### src/rtl/pipe_pkg.sv
`default_nettype none
// ============================================================================
// Module      : pipe_pkg
// Description : Shared types and constants for the RV32I pipeline registers.
//               Holds the EX->MEM payload struct (at the default field
//               widths), the stage-occupancy state encoding and the
//               write-back source select codes.
// Revision    : 1.0 - initial release
// ============================================================================
package pipe_pkg;

    // Default field widths of the EX->MEM payload.
    localparam int DEF_XLEN    = 32;
    localparam int DEF_RADDR_W = 5;
    localparam int DEF_SEL_W   = 2;

    // Write-back source select codes carried in sel_ld.
    localparam logic [DEF_SEL_W-1:0] SEL_LD_ALU = 2'd0;
    localparam logic [DEF_SEL_W-1:0] SEL_LD_MEM = 2'd1;
    localparam logic [DEF_SEL_W-1:0] SEL_LD_PC4 = 2'd2;

    // EX->MEM payload, MSB first in declaration order.
    typedef struct packed {
        logic                   rf_wen;
        logic                   dm_wen;
        logic [DEF_SEL_W-1:0]   sel_ld;
        logic [DEF_RADDR_W-1:0] rd;
        logic [DEF_XLEN-1:0]    alu_out;
        logic [DEF_XLEN-1:0]    dm_wd;
        logic [DEF_XLEN-1:0]    pcp4;
    } ex_mem_t;

    // Occupancy of a two-entry skid stage.
    typedef enum logic [1:0] {
        ST_EMPTY = 2'd0,
        ST_HOLD  = 2'd1,
        ST_FULL  = 2'd2
    } stage_st_e;

endpackage
`default_nettype wire

### src/rtl/pipe_skid_buf.sv
`default_nettype none
// ============================================================================
// Module      : pipe_skid_buf
// Description : Generic valid/ready pipeline register with flush.
//               SKID_EN=1: two entries (main + skid); in_ready depends on
//               state only, so no combinational ready path crosses it.
//               SKID_EN=0: one entry; in_ready = !out_valid | out_ready.
// Ports       : clk, rst (async, active-low), flush,
//               in_valid/in_ready/in_data   - producer side
//               out_valid/out_ready/out_data - consumer side
// Revision    : 1.0 - initial release
// ============================================================================
module pipe_skid_buf
    import pipe_pkg::*;
#(
    parameter int WIDTH   = 8,
    parameter bit SKID_EN = 1'b1
) (
    input  logic             clk,
    input  logic             rst,
    input  logic             flush,
    input  logic             in_valid,
    output logic             in_ready,
    input  logic [WIDTH-1:0] in_data,
    output logic             out_valid,
    input  logic             out_ready,
    output logic [WIDTH-1:0] out_data
);

    logic w_accept;
    logic w_consume;

    assign w_accept  = in_valid & in_ready;
    assign w_consume = out_valid & out_ready;

    generate
        if (SKID_EN) begin : g_skid
            stage_st_e        r_state;
            stage_st_e        w_state_nxt;
            logic [WIDTH-1:0] r_main;
            logic [WIDTH-1:0] r_skid;
            logic             w_load_main_in;
            logic             w_load_main_skid;
            logic             w_load_skid;

            always_ff @(posedge clk or negedge rst) begin
                if (!rst) begin
                    r_state <= ST_EMPTY;
                end else begin
                    r_state <= w_state_nxt;
                end
            end

            always_comb begin
                w_state_nxt      = r_state;
                w_load_main_in   = 1'b0;
                w_load_main_skid = 1'b0;
                w_load_skid      = 1'b0;
                case (r_state)
                    ST_EMPTY: begin
                        if (w_accept) begin
                            w_state_nxt    = ST_HOLD;
                            w_load_main_in = 1'b1;
                        end
                    end
                    ST_HOLD: begin
                        if (w_accept && w_consume) begin
                            w_load_main_in = 1'b1;
                        end else if (w_accept) begin
                            // Consumer stalled: park the newcomer behind main.
                            w_state_nxt = ST_FULL;
                            w_load_skid = 1'b1;
                        end else if (w_consume) begin
                            w_state_nxt = ST_EMPTY;
                        end
                    end
                    ST_FULL: begin
                        // in_ready is low here, so only a consume can occur.
                        if (w_consume) begin
                            w_state_nxt      = ST_HOLD;
                            w_load_main_skid = 1'b1;
                        end
                    end
                    default: begin
                        w_state_nxt = ST_EMPTY;
                    end
                endcase
                // Flush overrides everything; payload keeps its last value.
                if (flush) begin
                    w_state_nxt      = ST_EMPTY;
                    w_load_main_in   = 1'b0;
                    w_load_main_skid = 1'b0;
                    w_load_skid      = 1'b0;
                end
            end

            always_ff @(posedge clk or negedge rst) begin
                if (!rst) begin
                    r_main <= '0;
                    r_skid <= '0;
                end else begin
                    if (w_load_main_in) begin
                        r_main <= in_data;
                    end else if (w_load_main_skid) begin
                        r_main <= r_skid;
                    end
                    if (w_load_skid) begin
                        r_skid <= in_data;
                    end
                end
            end

            assign in_ready  = (r_state != ST_FULL);
            assign out_valid = (r_state != ST_EMPTY);
            assign out_data  = r_main;
        end else begin : g_single
            logic             r_valid;
            logic [WIDTH-1:0] r_main;

            always_ff @(posedge clk or negedge rst) begin
                if (!rst) begin
                    r_valid <= 1'b0;
                    r_main  <= '0;
                end else begin
                    if (flush) begin
                        r_valid <= 1'b0;
                    end else if (w_accept) begin
                        r_valid <= 1'b1;
                    end else if (w_consume) begin
                        r_valid <= 1'b0;
                    end
                    if (w_accept && !flush) begin
                        r_main <= in_data;
                    end
                end
            end

            assign in_ready  = ~r_valid | out_ready;
            assign out_valid = r_valid;
            assign out_data  = r_main;
        end
    endgenerate

endmodule
`default_nettype wire

### src/rtl/ex_mem_pipe_stage.sv
`default_nettype none
// ============================================================================
// Module      : ex_mem_pipe_stage
// Description : EX->MEM pipeline stage register of the RV32I 5-stage core
//               with valid/ready handshake, flush and optional skid entry.
//               Write enables and rd are forced to zero on bubbles so the
//               MEM stage and hazard logic never act on a stale entry.
// Ports       : clk, rst (async, active-low), flush
//               in_valid/in_ready + *_i fields   - from EX
//               out_valid/out_ready + *_o fields - to MEM
// Revision    : 1.0 - initial release
// ============================================================================
module ex_mem_pipe_stage
    import pipe_pkg::*;
#(
    parameter int XLEN    = DEF_XLEN,
    parameter int RADDR_W = DEF_RADDR_W,
    parameter int SEL_W   = DEF_SEL_W,
    parameter bit SKID_EN = 1'b1
) (
    input  logic               clk,
    input  logic               rst,
    input  logic               flush,
    input  logic               in_valid,
    output logic               in_ready,
    input  logic               rf_wen_i,
    input  logic               dm_wen_i,
    input  logic [SEL_W-1:0]   sel_ld_i,
    input  logic [RADDR_W-1:0] rd_i,
    input  logic [XLEN-1:0]    alu_out_i,
    input  logic [XLEN-1:0]    dm_wd_i,
    input  logic [XLEN-1:0]    pcp4_i,
    output logic               out_valid,
    input  logic               out_ready,
    output logic               rf_wen_o,
    output logic               dm_wen_o,
    output logic [SEL_W-1:0]   sel_ld_o,
    output logic [RADDR_W-1:0] rd_o,
    output logic [XLEN-1:0]    alu_out_o,
    output logic [XLEN-1:0]    dm_wd_o,
    output logic [XLEN-1:0]    pcp4_o
);

    // Payload bus laid out exactly like ex_mem_t; at default widths this is
    // $bits(ex_mem_t) and the bus can be cast to the struct directly.
    localparam int C_PAYLOAD_W = 2 + SEL_W + RADDR_W + 3 * XLEN;

    logic [C_PAYLOAD_W-1:0] w_in_payload;
    logic [C_PAYLOAD_W-1:0] w_out_payload;
    logic                   w_rf_wen;
    logic                   w_dm_wen;
    logic [SEL_W-1:0]       w_sel_ld;
    logic [RADDR_W-1:0]     w_rd;
    logic [XLEN-1:0]        w_alu_out;
    logic [XLEN-1:0]        w_dm_wd;
    logic [XLEN-1:0]        w_pcp4;

    assign w_in_payload = {rf_wen_i, dm_wen_i, sel_ld_i, rd_i,
                           alu_out_i, dm_wd_i, pcp4_i};

    pipe_skid_buf #(
        .WIDTH   (C_PAYLOAD_W),
        .SKID_EN (SKID_EN)
    ) u_skid_buf (
        .clk       (clk),
        .rst       (rst),
        .flush     (flush),
        .in_valid  (in_valid),
        .in_ready  (in_ready),
        .in_data   (w_in_payload),
        .out_valid (out_valid),
        .out_ready (out_ready),
        .out_data  (w_out_payload)
    );

    assign {w_rf_wen, w_dm_wen, w_sel_ld, w_rd,
            w_alu_out, w_dm_wd, w_pcp4} = w_out_payload;

    // Side-effecting fields are qualified by valid; data fields hold.
    assign rf_wen_o  = out_valid & w_rf_wen;
    assign dm_wen_o  = out_valid & w_dm_wen;
    assign rd_o      = out_valid ? w_rd : '0;
    assign sel_ld_o  = w_sel_ld;
    assign alu_out_o = w_alu_out;
    assign dm_wd_o   = w_dm_wd;
    assign pcp4_o    = w_pcp4;

endmodule
`default_nettype wire

### config.mk
export PLATFORM = sky130hd
export DESIGN_NAME = ex_mem_pipe_stage
export DESIGN_NICKNAME = d
export VERILOG_FILES = /design/src/rtl/pipe_pkg.sv /design/src/rtl/pipe_skid_buf.sv /design/src/rtl/ex_mem_pipe_stage.sv
export SDC_FILE = /design/constraint.sdc
export NUM_CORES = 1
export LEC_CHECK = 0
export CORE_ASPECT_RATIO = 2
export CORE_UTILIZATION = 50
export DETAILED_ROUTE_END_ITERATION = 6
export PLACE_DENSITY_LB_ADDON = 0.15
export SKIP_CTS_REPAIR_TIMING = 1
export SLEW_MARGIN = 0
export SYNTH_ARGS = -nofsm -noshare
export SYNTH_HDL_FRONTEND = slang
export SYNTH_SLANG_ARGS = --single-unit
### constraint.sdc
create_clock -name clk -period 2.1 [get_ports clk]
set_input_delay 0.42 -clock clk [delete_from_list [all_inputs] [get_ports clk]]
set_output_delay 0.42 -clock clk [all_outputs]
set_load 0.01 [all_outputs]
==> out/results.ini <==
[status]
status = complete, but fails checks
violations = design-rule violations

[timing]
worst_slack_ps = 72.8
finalSetupViolations = 0
holdWs_ps = 446
slew_viol_final = 0
hold_viol = 0
tightest_slew_ps = 435
timing.fmax_mhz = 493
rsz0062_at_grt = no
post-route-period-util = 0.965
finalCriticalPeriod_ps = 2030
worst_clock_skew_ps = 7.30
max-slew-margin-rel = 0.710

[synth]
synth_most_common_cell = dfrtp_1
synth_area_leader_cell = dfrtp_1
synth_compound_area_frac = 0.116
syn_inst = 693
synth_adder_area_share = 0
synthTopCellsByArea = dfrtp_1 57%, mux2_2 13%, a221o_1 11%
async_reset_ff_frac = 1.00
synth_top_family_by_area = multiplexers
synth_fp_nets = 803
synthSimpleGateAreaFrac = 0.0822
avgSynthCellArea_um2 = 13.4
yosysSeqAreaShare = 0.570
syn-cell-area_mm2 = 0.00932
synth.mux.area_fraction = 0.128
ys_seq_elements = 212
ys_types = 23
yosysTopAreaCellShare = 0.570
synth_enable_flop_cells = 0
yosysWarnings = 0
synth_xor_area_frac = 0
synthTopCellsByCount = 212 x dfrtp_1, 105 x a221o_1, 105 x and2_1, 105 x mux2_2, 98 x buf_4
ys.flop_type = dfrtp_1

[clock_tree]
cts-buffers-inserted = 20
path_clk_slew_ps = 70
htreeDepth = 1
root_buffer = clkbuf_16
tritoncts = done
cts_num_sinks = 212
clkLatencyLatePin_ps = 480
clk_path_buf_depth = 3

[critical_path]
path_class = flip-flop to output port
timing.rr.start = u_skid_buf.g_skid.r_state[1]
cp-end-kind = output port
worstPathArrival_ps = 1610
cp_max_fo = 6
crit_required_ps = 1680
reg2regPathDepth = 4
r2r_end = u_skid_buf.out_data[78]
r2r_slack_ps = 250
critPathLaunchType = flip-flop

[detailed_routing]
wirelength_met1_um = 8460
drc = 16
topRoutingLayerUsed = met4
antenna_left = 0
routed_wl_um = 22400
routed-via-count = 6079
routed_via_density = 5.74
drt_first_pass_iters = 7
wire_per_inst_um = 21.1
dr.first_iter.drc_count = 278
dr_wl_met2_um = 11800
route.met3.wl_um = 1190

[placed_design]
gp_congestion = 0.789
place_ws_ps = -188
post-place-cells = 1018
port_buffers = 216
dp_hpwl_um = 15300

[power]
p_comb_frac = 0.211
pwr_density_cell_mw_per_mm2 = 1020
p_leak_nw = 5.42
p_sw_mw = 3.06
clock_power_share = 0.330
fin_total_pwr_mw = 12.3
pwr-share-seq = 0.459
p_sw_frac = 0.248
vdd_drop_max_mv = 0.779
internal_power_mw = 9.26

[floorplanning]
num_rows = 70
initial_core_util = 0.511
ios = 217
die_x_um = 98.5
die_h_um = 195
dieArea_mm2 = 0.0192
coreArea_mm2 = 0.0182

[global_routing]
antenna_found_initial = 1
grt_pass1_wl_um = 35900
overflow = 0
grt_usage = 0.236
grt_max_degree = 106
grt_pass1_vias = 6673

[min_path]
hold_class = input port to asynchronous set/reset pin

[layout]
syn2layout_area_growth_pct = 30.1
stdcell_count = 1059
final_util = 0.665
final_nets = 938
drive_gt1_frac = 0.222

[run]
max_cap_violations = 0

per-layer routing:
metal / vias to the layer above / GRT usage
li1: 2680 / -
met1: 3137 / 0.281
met2: 210 / 0.422
met3: 52 / 0.0347
met4: 0 / 0.101
met5: - / 0
how the worst max path moves through the flow:
stage	from	end	slack [ps]	depth (start not counted)
CTS	u_skid_buf.g_skid.r_state[0]	rd_o[1]	-430	3
floorplan	u_skid_buf.g_skid.r_state[1]	u_skid_buf.out_data[101]	340	6
detailed placement	in_valid	u_skid_buf.out_data[78]	-190	5
finish	u_skid_buf.g_skid.r_state[0]	in_ready	70	2
global placement	in_valid	u_skid_buf.out_data[73]	-140	5
global route	u_skid_buf.g_skid.r_state[0]	in_ready	7	2
worst max-delay path: stages (launching register included):
cell and delay, ps:
dfrtp_2 430, nand2b_1 150, clkdlybuf4s50_1 540
area by class of cell:
cell class                 instances  area (um^2)
timing repair buffer             256         2730
clock inverter                    13          204
sequential                       212         5310
clock buffer                      23          543
multi-input combinational        337         3060
tap                              216          270
fill                            1346         6100
inverter                           1         3.75
antenna                            1         2.50
cell families after synthesis:
logic type / after synthesis
buffers and inverters: 144
and+or+nand+nor: 122
DFF: 212
muxes: 106
AOI/OAI and AO/OA: 109
registers in the layout, indices dropped and copies added, names as in the netlist:
signal and flops:
u_skid_buf.out_data 105, u_skid_buf.g_skid.r_skid 105, u_skid_buf.g_skid.r_state 2
power by group through the flow:
stage                     clock network, mW  logic [mW]  registers, mW
after floorplan                           0        1.76           5.48
after global placement                    0        2.51           5.63
after detailed placement                  0        2.61           5.70
after CTS                              4.16        2.63           5.65
after global routing                   4.29        2.77           5.77
final                                  4.06        2.60           5.66
layout by cell type (no fill, tap or decap), types with 4 or more instances in the layout:
master and n:
and2_1 105, clkinvlp_4 4, clkbuf_16 21, mux2_2 105, clkdlybuf4s50_1 207, bufinv_16 5
dfrtp_1 210, a221o_1 105, buf_4 20, nor2b_1 9, dlymetal6s2s_1 8, buf_12 19
through the flow:
stage | setup TNS (ps) | instance area [um^2]
floorplan | 0 | 9320
global placement | -13170 | 11300
detailed placement | -14810 | 11300
CTS | -3070 | 12100
global route | 0 | 12100
finish | 0 | 12100
(Power assumes the default switching activity.)
